===== src/rtl/uart_ci_bridge.sv =====
// Custom-instruction to UART bridge: sends a command byte plus payload bytes, then
// collects a multi-byte response with a per-byte timeout, whole-frame retry and error report.
module uart_ci_bridge #(
    parameter int unsigned TX_BYTES       = 1,
    parameter int unsigned RX_BYTES       = 1,
    parameter int unsigned TIMEOUT_CYCLES = 1000,
    parameter int unsigned MAX_RETRIES    = 2
) (
    input  logic        clk,
    input  logic        reset,
    input  logic        start,
    input  logic [31:0] dataa,
    input  logic [31:0] datab,
    input  logic        tx_busy,
    input  logic        rdy,
    input  logic [7:0]  rxdata,
    output logic [7:0]  txdata,
    output logic        wr_en,
    output logic        rdy_clr,
    output logic [31:0] result,
    output logic        done,
    output logic        error,
    output logic [4:0]  state
);

    localparam int unsigned TW = $clog2(TIMEOUT_CYCLES);

    typedef enum logic [4:0] {
        IDLE      = 5'd0,
        SEND      = 5'd1,
        TX_GAP    = 5'd2,
        TX_WAIT   = 5'd3,
        WAIT_DATA = 5'd4,
        CLEAR     = 5'd5,
        DONE      = 5'd6,
        ERROR     = 5'd7
    } state_t;

    state_t        cur, nxt;
    logic [2:0]    idx, idx_n;
    logic [1:0]    rx_idx, rx_idx_n;
    logic [TW-1:0] tmo, tmo_n;
    logic [3:0]    retry, retry_n;
    logic [31:0]   dataa_q, dataa_n;
    logic [7:0]    cmd_q, cmd_n;
    logic [7:0]    txdata_n;
    logic          wr_en_n, rdy_clr_n, done_n, error_n;
    logic [31:0]   result_n;
    logic [7:0]    frame_byte;
    logic          unused_cmd_bits;

    // Only the low byte of datab carries the command.
    assign unused_cmd_bits = ^datab[31:8];
    assign state = cur;

    always_comb begin
        case (idx)
            3'd0:    frame_byte = cmd_q;
            3'd1:    frame_byte = dataa_q[7:0];
            3'd2:    frame_byte = dataa_q[15:8];
            3'd3:    frame_byte = dataa_q[23:16];
            3'd4:    frame_byte = dataa_q[31:24];
            default: frame_byte = 8'h00;
        endcase
    end

    always_comb begin
        nxt       = cur;
        idx_n     = idx;
        rx_idx_n  = rx_idx;
        tmo_n     = tmo;
        retry_n   = retry;
        dataa_n   = dataa_q;
        cmd_n     = cmd_q;
        txdata_n  = txdata;
        wr_en_n   = 1'b0;
        rdy_clr_n = 1'b0;
        done_n    = 1'b0;
        error_n   = 1'b0;
        result_n  = result;
        case (cur)
            IDLE: begin
                if (start) begin
                    dataa_n = dataa;
                    cmd_n   = datab[7:0];
                    retry_n = '0;
                    idx_n   = '0;
                    nxt     = SEND;
                end
            end
            SEND: begin
                if (!tx_busy) begin
                    wr_en_n  = 1'b1;
                    txdata_n = frame_byte;
                    nxt      = TX_GAP;
                end
            end
            TX_GAP: nxt = TX_WAIT;
            TX_WAIT: begin
                if (!tx_busy) begin
                    if (idx != 3'(TX_BYTES)) begin
                        idx_n = idx + 3'd1;
                        nxt   = SEND;
                    end else begin
                        rx_idx_n = '0;
                        result_n = '0;
                        tmo_n    = '0;
                        nxt      = WAIT_DATA;
                    end
                end
            end
            // A byte arriving on the terminal-count cycle still beats the timeout.
            WAIT_DATA: begin
                if (rdy) begin
                    result_n[{rx_idx, 3'b000} +: 8] = rxdata;
                    rdy_clr_n = 1'b1;
                    nxt       = CLEAR;
                end else if (tmo == TW'(TIMEOUT_CYCLES - 1)) begin
                    if (retry < 4'(MAX_RETRIES)) begin
                        retry_n  = retry + 4'd1;
                        result_n = '0;
                        idx_n    = '0;
                        nxt      = SEND;
                    end else begin
                        result_n = '1;
                        done_n   = 1'b1;
                        error_n  = 1'b1;
                        nxt      = ERROR;
                    end
                end else begin
                    tmo_n = tmo + TW'(1);
                end
            end
            CLEAR: begin
                tmo_n = '0;
                if (rx_idx != 2'(RX_BYTES - 1)) begin
                    rx_idx_n = rx_idx + 2'd1;
                    nxt      = WAIT_DATA;
                end else begin
                    done_n = 1'b1;
                    nxt    = DONE;
                end
            end
            DONE:    nxt = IDLE;
            ERROR:   nxt = IDLE;
            default: nxt = IDLE;
        endcase
    end

    always_ff @(posedge clk or posedge reset) begin
        if (reset) begin
            cur     <= IDLE;
            idx     <= '0;
            rx_idx  <= '0;
            tmo     <= '0;
            retry   <= '0;
            dataa_q <= '0;
            cmd_q   <= '0;
            txdata  <= '0;
            wr_en   <= 1'b0;
            rdy_clr <= 1'b0;
            done    <= 1'b0;
            error   <= 1'b0;
            result  <= '0;
        end else begin
            cur     <= nxt;
            idx     <= idx_n;
            rx_idx  <= rx_idx_n;
            tmo     <= tmo_n;
            retry   <= retry_n;
            dataa_q <= dataa_n;
            cmd_q   <= cmd_n;
            txdata  <= txdata_n;
            wr_en   <= wr_en_n;
            rdy_clr <= rdy_clr_n;
            done    <= done_n;
            error   <= error_n;
            result  <= result_n;
        end
    end

endmodule


===== config.mk =====
export PLATFORM = sky130hd
export DESIGN_NAME = uart_ci_bridge
export DESIGN_NICKNAME = d
export VERILOG_FILES = /design/src/rtl/uart_ci_bridge.sv
export SDC_FILE = /design/constraint.sdc
export NUM_CORES = 1
export LEC_CHECK = 0
export ABC_AREA = 1
export CAP_MARGIN = 20
export CORE_MARGIN = 1.5
export CORE_UTILIZATION = 51
export CTS_BUF_LIST = sky130_fd_sc_hd__clkbuf_4
export CTS_CLUSTER_DIAMETER = 60
export CTS_CLUSTER_SIZE = 12
export DETAILED_ROUTE_END_ITERATION = 8
export DONT_BUFFER_PORTS = 1
export GPL_TIMING_DRIVEN = 0
export PLACE_DENSITY = 0.68
export REMOVE_ABC_BUFFERS = 1
export SYNTH_ARGS = -nofsm -noshare
export SYNTH_HDL_FRONTEND = slang
export SYNTH_SLANG_ARGS = --single-unit

===== constraint.sdc =====
create_clock -name clk -period 6.7 [get_ports clk]
set_clock_uncertainty 0.15 [all_clocks]
set_input_delay 1.34 -clock clk [delete_from_list [all_inputs] [get_ports clk]]
set_output_delay 1.34 -clock clk [all_outputs]
set_load 0.02 [all_outputs]

==> results of run 1 <==
-- flip-flops by register name, indices dropped and copies added (netlist names) --
name and cells:
idx 3, txdata 8, state 3, retry 4
rx_idx 2, cmd_q 8, result 32, tmo 10
dataa_q 32, wr_en 1, done 1, error 1
rdy_clr 1
-- routing by layer --
metal / vias to the layer above / GRT usage [%] / wire length [um]
met5: - / 0 / 0
met4: 0 / 6.371 / 173
met3: 18 / 6.370 / 847
met2: 124 / 35.90 / 5665
met1: 1924 / 26.74 / 4881
li1: 2056 / - / -
-- worst max-delay path by stage --
stage / slack, ns / cells after the start / from / to
3_5_place_dp: 3.87 / 5 / rdy / result[21]
5_1_grt: 3.67 / 8 / state[2] / result[21]
3_3_place_gp: 1.40 / 1 / reset / result[25]
4_1_cts: 3.91 / 8 / state[2] / result[21]
6_report: 3.93 / 6 / state[2] / result[15]
2_1_floorplan: 2.42 / 1 / reset / cmd_q[0]
-- metrics by stage --
stage / utilization [%] / instance area (um^2) / hold slack (ns) / std cells
2_1_floorplan: - / 5291 / 0.3181 / 628
3_3_place_gp: 53.14 / 5461 / 0.3381 / 764
3_5_place_dp: 53.58 / 5507 / 0.3408 / 766
4_1_cts: 54.98 / 5650 / 0.3636 / 782
5_1_grt: 54.98 / 5650 / 0.3716 / 782
6_report: 54.98 / 5650 / 0.3641 / 782
-- cell type report --
cell class,instances,share of cell area (%)
Clock buffer,9,1.196
Tap cell,136,3.012
Sequential cell,106,46.94
Multi-Input combinational cell,463,42.78
Clock inverter,7,1.351
Timing Repair Buffer,2,0.7529
Inverter,59,3.964
-- synthesized netlist by cell type (all sizes together) --
cell,n
inv,57
ha,12
nor3,4
buf,11
o21ai,39
nand2,228
nor2,39
conb,1
nor3b,3
xnor2,2
a21o,1
nand4,9
nand3b,1
o31ai,1
a21oi,41
xor2,1
a22o,1
a22oi,1
or2,17
nand3,23
o211ai,4
mux2,34
clkbuf,5
clkinv,2
dfrtp,106
-- critical path: stages (launching register included) --
cell	delay, ns
dfrtp_1	0.68
nand2_1	0.15
nor2_1	0.68
nand3_1	0.46
nand4_1	0.41
nand2_1	0.11
nand2_1	0.08
-- power by group --
| part | internal (W) | total, W | switching (W) |
|---|---|---|---|
| clock network | 0.0000910 | 0.000332 | 0.000241 |
| registers | 0.000814 | 0.000982 | 0.000168 |
| logic | 0.000242 | 0.000619 | 0.000377 |
-- kinds of logic (layout without fill, tap and decap cells) --
group           count (synthesis)  count (layout)  share of synthesized area, %
other cells                     1               2                       0.06985
mux                            34              34                         7.131
buf+inv                        75              77                         5.640
simple gates                  324             324                         25.80
xor+xnor                        3               3                        0.4895
fa+ha+maj                      12              12                         2.796
compound gates                 88              88                         8.670
flops                         106             106                         49.41
==> impl_summary.txt, run 1 <==
----------------------------------------------------
[Setup path]
  Flop-to-flop setup slack ... between 3 and 4 ns
  Path depth of the worst reg2reg path ... 6
  Crit path arrival time ... around 3.0 ns
  Largest driver fanout on the critical path ... 12
  Crit start category ... flip-flop
  Endpoint of the lowest-slack register-to-register path ... result[15]
  Startpoint of the worst register-to-register path ... state[2]
  Kind of end point of the critical path ... flip-flop
  CP Data Required Time ... between 6 and 7 ns
  Setup CP Type ... flip-flop to flip-flop

[Clocking]
  Number of sinks driven by the clock tree ... about 110
  Worst skew pair latency ... 0.46 ns
  Clk root buf ... clkbuf_4
  Maximum root-to-sink buffer count ... 2
  CTS resizes ... 0
  Number of CTS-inserted buffers ... 9
  Number of hold-repair buffers added at the cts stage ... 0
  TritonCTS clock tree ... built
  Clock H-tree levels ... 3
  Buffer count from post-CTS setup fixing ... 0
  Clock transition at the register clock pins on the worst setup and hold paths after CTS ... 0.18 ns

[Power and ir drop]
  P_leak ... between 2 and 3 nW
  PnR Total Power ... between 0.0015 and 0.002 W
  Worst vdd ir ... around 0.00018 V
  P per Cell Area ... about 340 nW/um^2

[Finish]
  Synthesis-to-finish area growth ... 5.244%
  Final nets ... 730
  Highest-count cells in the layout ignoring fill and taps ... nand2_1 (226), dfrtp_1 (106), inv_1 (56)
  Leading cell type in the layout, fill and taps excluded ... nand2_1
  Fill cell instance count of the final layout ... ~1000
  Area of combinational cells with multiple inputs ... around 2400 um^2
  Fraction of final layout cells sized beyond drive strength 1 ... 12.23%
  Number of antenna repair diodes ... 0
  Storage cell area ... roughly 2700 um^2

[Placement]
  Placer congestion estimate ... between 0.8 and 0.9
  Count of buffers inserted at the top-level ports ... 0
  Worst slack after detailed placement ... between 3 and 4 ns
  DP Wirelength ... 8357 um

[Logic synthesis]
  Netlist Area Pre-Place ... around 5400 um^2
  Count of different cell masters after synthesis ... 30
  Number of instances in the synthesized netlist ... 643
  Library cell occupying the most area in the post-synthesis netlist ... dfrtp_1
  Share of the synthesized area in the top cell type ... slightly below 50%
  Ys Warns ... 0
  Register area share after synthesis ... 49.41%
  Flops & latches, synth ... ~110
  Per-instance average area after synthesis ... 8.350 um^2
  Top area cells in the synthesized netlist ... dfrtp_1 (49%), nand2_1 (16%), mux2_2 (7.1%)

[Timing]
  Post-route worst setup slack ... 3.927 ns
  Slew Limit Headroom ... between 30% and 40%
  Fin. max-slew vios ... 0
  Tightest Pin Transition ... 0.9570 ns
  Min Clock Period, post-route ... approximately 2.8 ns
  Final Hold Viols ... 0
  Period utilisation layout ... roughly 41%
  Final setup vio count ... 0
  Maximum operating frequency ... between 0.3 and 0.4 GHz
  RSZ-0062 raised after global routing ... false
  Sum Neg Setup Slack ... 0 ns

[Floorplan]
  Starting density of the core ... around 52%
  Height of the die ... between 100 and 150 um
  Total die area ... 11150 um^2
  I/O pin cnt ... roughly 130
  Row Count ... 37
  Std-Cell Core Area ... roughly 10000 um^2
  DIE WIDTH ... about 110 um

[Hold path]
  Worst min-delay path startpoint ... retry[3]
  Worst min-delay path class ... flip-flop to flip-flop
  Cell depth of the worst hold path ... 2
  Endpoint of the worst hold-timing path ... retry[3]

[Outcome]
  Status ... finished clean

[GRT]
  Initial antenna violation count ... 0
  Pin count of the biggest net entering global routing ... 55
  Via count of the first global-routing pass ... between 3000 and 4000
  Aggregate global-route resource usage ... a little over a fifth
  First-pass GRT wire length ... between 15000 and 20000 um
  Total overflow reported by the global router ... 0

[Routing]
  Total Wirelength ... around 12000 um
  Iteration-0 DRC count of the detailed router ... 239
  Detail Route Antenna Nets ... 0
  Wire length per cell after detailed routing ... 14.79 um
  Number of DRC violations after detailed routing ... 0
  Iteration count of the initial detailed-routing pass ... 4
  Total number of vias ... around 4100
  Number of vias per cell after detailed routing ... 5.271

[Job]
  Max_cap viols ... 0

----------------------------------------------------
Power figures use the tool's default switching activity.
==> run 2, diff against run 1 <==
--- a/config.mk
+++ b/config.mk
@@ -15,7 +15,7 @@
 export DETAILED_ROUTE_END_ITERATION = 8
 export DONT_BUFFER_PORTS = 1
 export GPL_TIMING_DRIVEN = 0
-export PLACE_DENSITY = 0.68
+export PLACE_DENSITY = 0.71
 export REMOVE_ABC_BUFFERS = 1
 export SYNTH_ARGS = -nofsm -noshare
 export SYNTH_HDL_FRONTEND = slang
==> constraint.sdc (replaced) <==
create_clock -name clk -period 2.5 [get_ports clk]
set_clock_uncertainty 0.15 [all_clocks]
set_input_delay 0.5 -clock clk [delete_from_list [all_inputs] [get_ports clk]]
set_output_delay 0.5 -clock clk [all_outputs]
set_load 0.02 [all_outputs]
==> impl_summary.txt, run 2 (synthesis gave the netlist of run 1 again) <==
----------------------------------------------------
[Finish]
  Leading cell type in the layout, fill and taps excluded ... nand2_1
  Final nets ... 736
  Fraction of final layout cells sized beyond drive strength 1 ... between 10 and 15%
  Highest-count cells in the layout ignoring fill and taps ... nand2_1 (226), dfrtp_1 (104), inv_1 (56)
  Synthesis-to-finish area growth ... 6.502%
  Biggest registers after layout ... dataa_q x32, result x32, tmo x10

[Routing]
  Wire length per cell after detailed routing ... approximately 15 um
  Total Wirelength ... between 10000 and 15000 um
  Detail Route Antenna Nets ... 0
  Total number of vias ... 4174
  Iteration count of the initial detailed-routing pass ... 4
  Iteration-0 DRC count of the detailed router ... about 200
  Number of DRC violations after detailed routing ... 0
  Number of vias per cell after detailed routing ... roughly 5.3

[Hold path]
  Worst min-delay path class ... primary input to flip-flop

[Setup path]
  Startpoint of the worst register-to-register path ... state[1]
  Path depth of the worst reg2reg path ... 9
  Setup CP Type ... flip-flop to flip-flop
  Largest driver fanout on the critical path ... 12
  Crit path arrival time ... 2.51 ns
  Endpoint of the lowest-slack register-to-register path ... retry[1]
  CP Data Required Time ... ~2.7 ns
  Flop-to-flop setup slack ... between 0.2 and 0.25 ns
  Kind of end point of the critical path ... flip-flop
  Critical path capture point ... retry[1]
  Crit start category ... flip-flop
  Origin of the worst setup path ... state[1]

[Clocking]
  Number of CTS-inserted buffers ... 9
  Clk root buf ... clkbuf_4
  Buffer count from post-CTS setup fixing ... 0
  Number of sinks driven by the clock tree ... between 100 and 150
  Clock H-tree levels ... 3
  Clock transition at the register clock pins on the worst setup and hold paths after CTS ... 0.16 ns
  Worst skew pair latency ... between 0.4 and 0.5 ns
  TritonCTS clock tree ... built
  Maximum root-to-sink buffer count ... 2

[Floorplan]
  I/O pin cnt ... between 100 and 150
  Starting density of the core ... approximately 52%
  Total die area ... approximately 11000 um^2
  Std-Cell Core Area ... slightly above 10000 um^2
  DIE WIDTH ... 105.6 um
  Height of the die ... approximately 110 um
  Row Count ... 37

[Timing]
  Tightest Pin Transition ... approximately 0.80 ns
  Sum Neg Setup Slack ... 0 ns
  Final setup vio count ... 0
  Period utilisation layout ... roughly nine tenths
  Min Clock Period, post-route ... between 2 and 2.5 ns
  Fin. max-slew vios ... 0
  Maximum operating frequency ... between 0.4 and 0.5 GHz
  Slew Limit Headroom ... a little under half
  RSZ-0062 raised after global routing ... false
  Final Hold Viols ... 0

[Power and ir drop]
  P per Cell Area ... about 900 nW/um^2
  PnR Total Power ... between 0.005 and 0.006 W
  P_leak ... 2.876 nW
  Worst vdd ir ... around 0.00046 V

[GRT]
  Via count of the first global-routing pass ... just under 4000
  Initial antenna violation count ... 1
  Total overflow reported by the global router ... 0
  First-pass GRT wire length ... a little under 20000 um
  Aggregate global-route resource usage ... 21.91%
  Pin count of the biggest net entering global routing ... 58

[Placement]
  DP Wirelength ... between 8000 and 9000 um
  Placer congestion estimate ... roughly 0.86
  Count of buffers inserted at the top-level ports ... 0

[Job]
  Max_cap viols ... 0

[Outcome]
  Status ... finished clean

----------------------------------------------------
-- run 2: cell count changes in the layout (fill, tap and decap cells not counted), moves of 2 or more --
cell | previous run | this run
dfrtp_2 | 0 | 2
nor3_2 | 0 | 2
inv_6 | 2 | 0
nor3_1 | 4 | 2
clkinv_4 | 1 | 4
inv_8 | 3 | 1
dlygate4sd3_1 | 0 | 7
dfrtp_1 | 106 | 104
-- run 2: worst min path at each step --
stage,startpoint,end,slack (ns),cells past startpoint
6_report,dataa[10],dataa_q[10],0.03,1
5_1_grt,dataa[31],dataa_q[31],0.0005,2
4_1_cts,dataa[14],dataa_q[14],0.002,1
3_5_place_dp,dataa_q[12],dataa_q[12],0.34,1
3_3_place_gp,retry[1],retry[1],0.34,2
2_1_floorplan,retry[1],retry[1],0.32,2
-- run 2: final cells by class --
cell class	instances	area, um^2
Fill cell	962	4559
Sequential cell	106	2655
Multi-Input combinational cell	463	2447
Inverter	59	224.0
Tap cell	136	170.2
Timing Repair Buffer	8	97.59
Clock buffer	9	67.56
Clock inverter	6	53.80
Antenna cell	1	2.502
-- run 2: worst max-delay path, cell delays in order (launching register included) --
cell and delay, ns:
dfrtp_1 0.54, inv_1 0.14, nand2_1 0.14, nor2_4 0.10, nand2_1 0.13, inv_1 0.14
nor3_1 0.47, nand2_1 0.21, nand2_1 0.13, nand2_1 0.06
-- run 2: per-stage QoR --
stage / util (%) / cell area (um^2) / worst slack, ns / instances / hold WS, ns
after floorplan: - / 5291 / -0.9389 / 628 / 0.3181
after global placement: 53.14 / 5461 / -1.929 / 764 / 0.3358
after detailed placement: 53.43 / 5492 / -0.2684 / 765 / 0.3448
after CTS: 54.81 / 5633 / 0.02289 / 781 / 0.002142
after global routing: 55.64 / 5718 / 0.03293 / 788 / 0.0005231
final: 55.64 / 5718 / 0.2124 / 788 / 0.02652
-- run 2: power by group --
group	internal [W]	switching [W]
clock	0.000214	0.000588
sequential	0.00219	0.000461
combinational	0.000656	0.00102
total	0.00306	0.00207
-- run 2: routing by layer --
metal	share of wire [%]	vias up	routed length (um)	track usage [%]
met2	50	138	5828	36.65
met5	0	-	0	0
li1	-	2066	-	-
met3	7.3	13	850	5.875
met1	41	1957	4830	27.32
met4	1.6	0	183	8.012
-- run 2: what timing repair did --
action | CTS | global route
cloned | 0 | 0
resized for setup | 2 | 6
hold buffers | 1 | 6
pin swaps | 0 | 0
endpoints found under the setup margin | 41 | 73
hold endpoints to repair | 49 | 6
==> run 3, diff against run 2 <==
--- a/config.mk
+++ b/config.mk
@@ -17,6 +17,7 @@
 export GPL_TIMING_DRIVEN = 0
 export PLACE_DENSITY = 0.71
 export REMOVE_ABC_BUFFERS = 1
+export SKIP_LAST_GASP = 1
 export SYNTH_ARGS = -nofsm -noshare
 export SYNTH_HDL_FRONTEND = slang
 export SYNTH_SLANG_ARGS = --single-unit
==> results of run 3 <==
Final layout, timing and power as in run 2 (identical DEF).
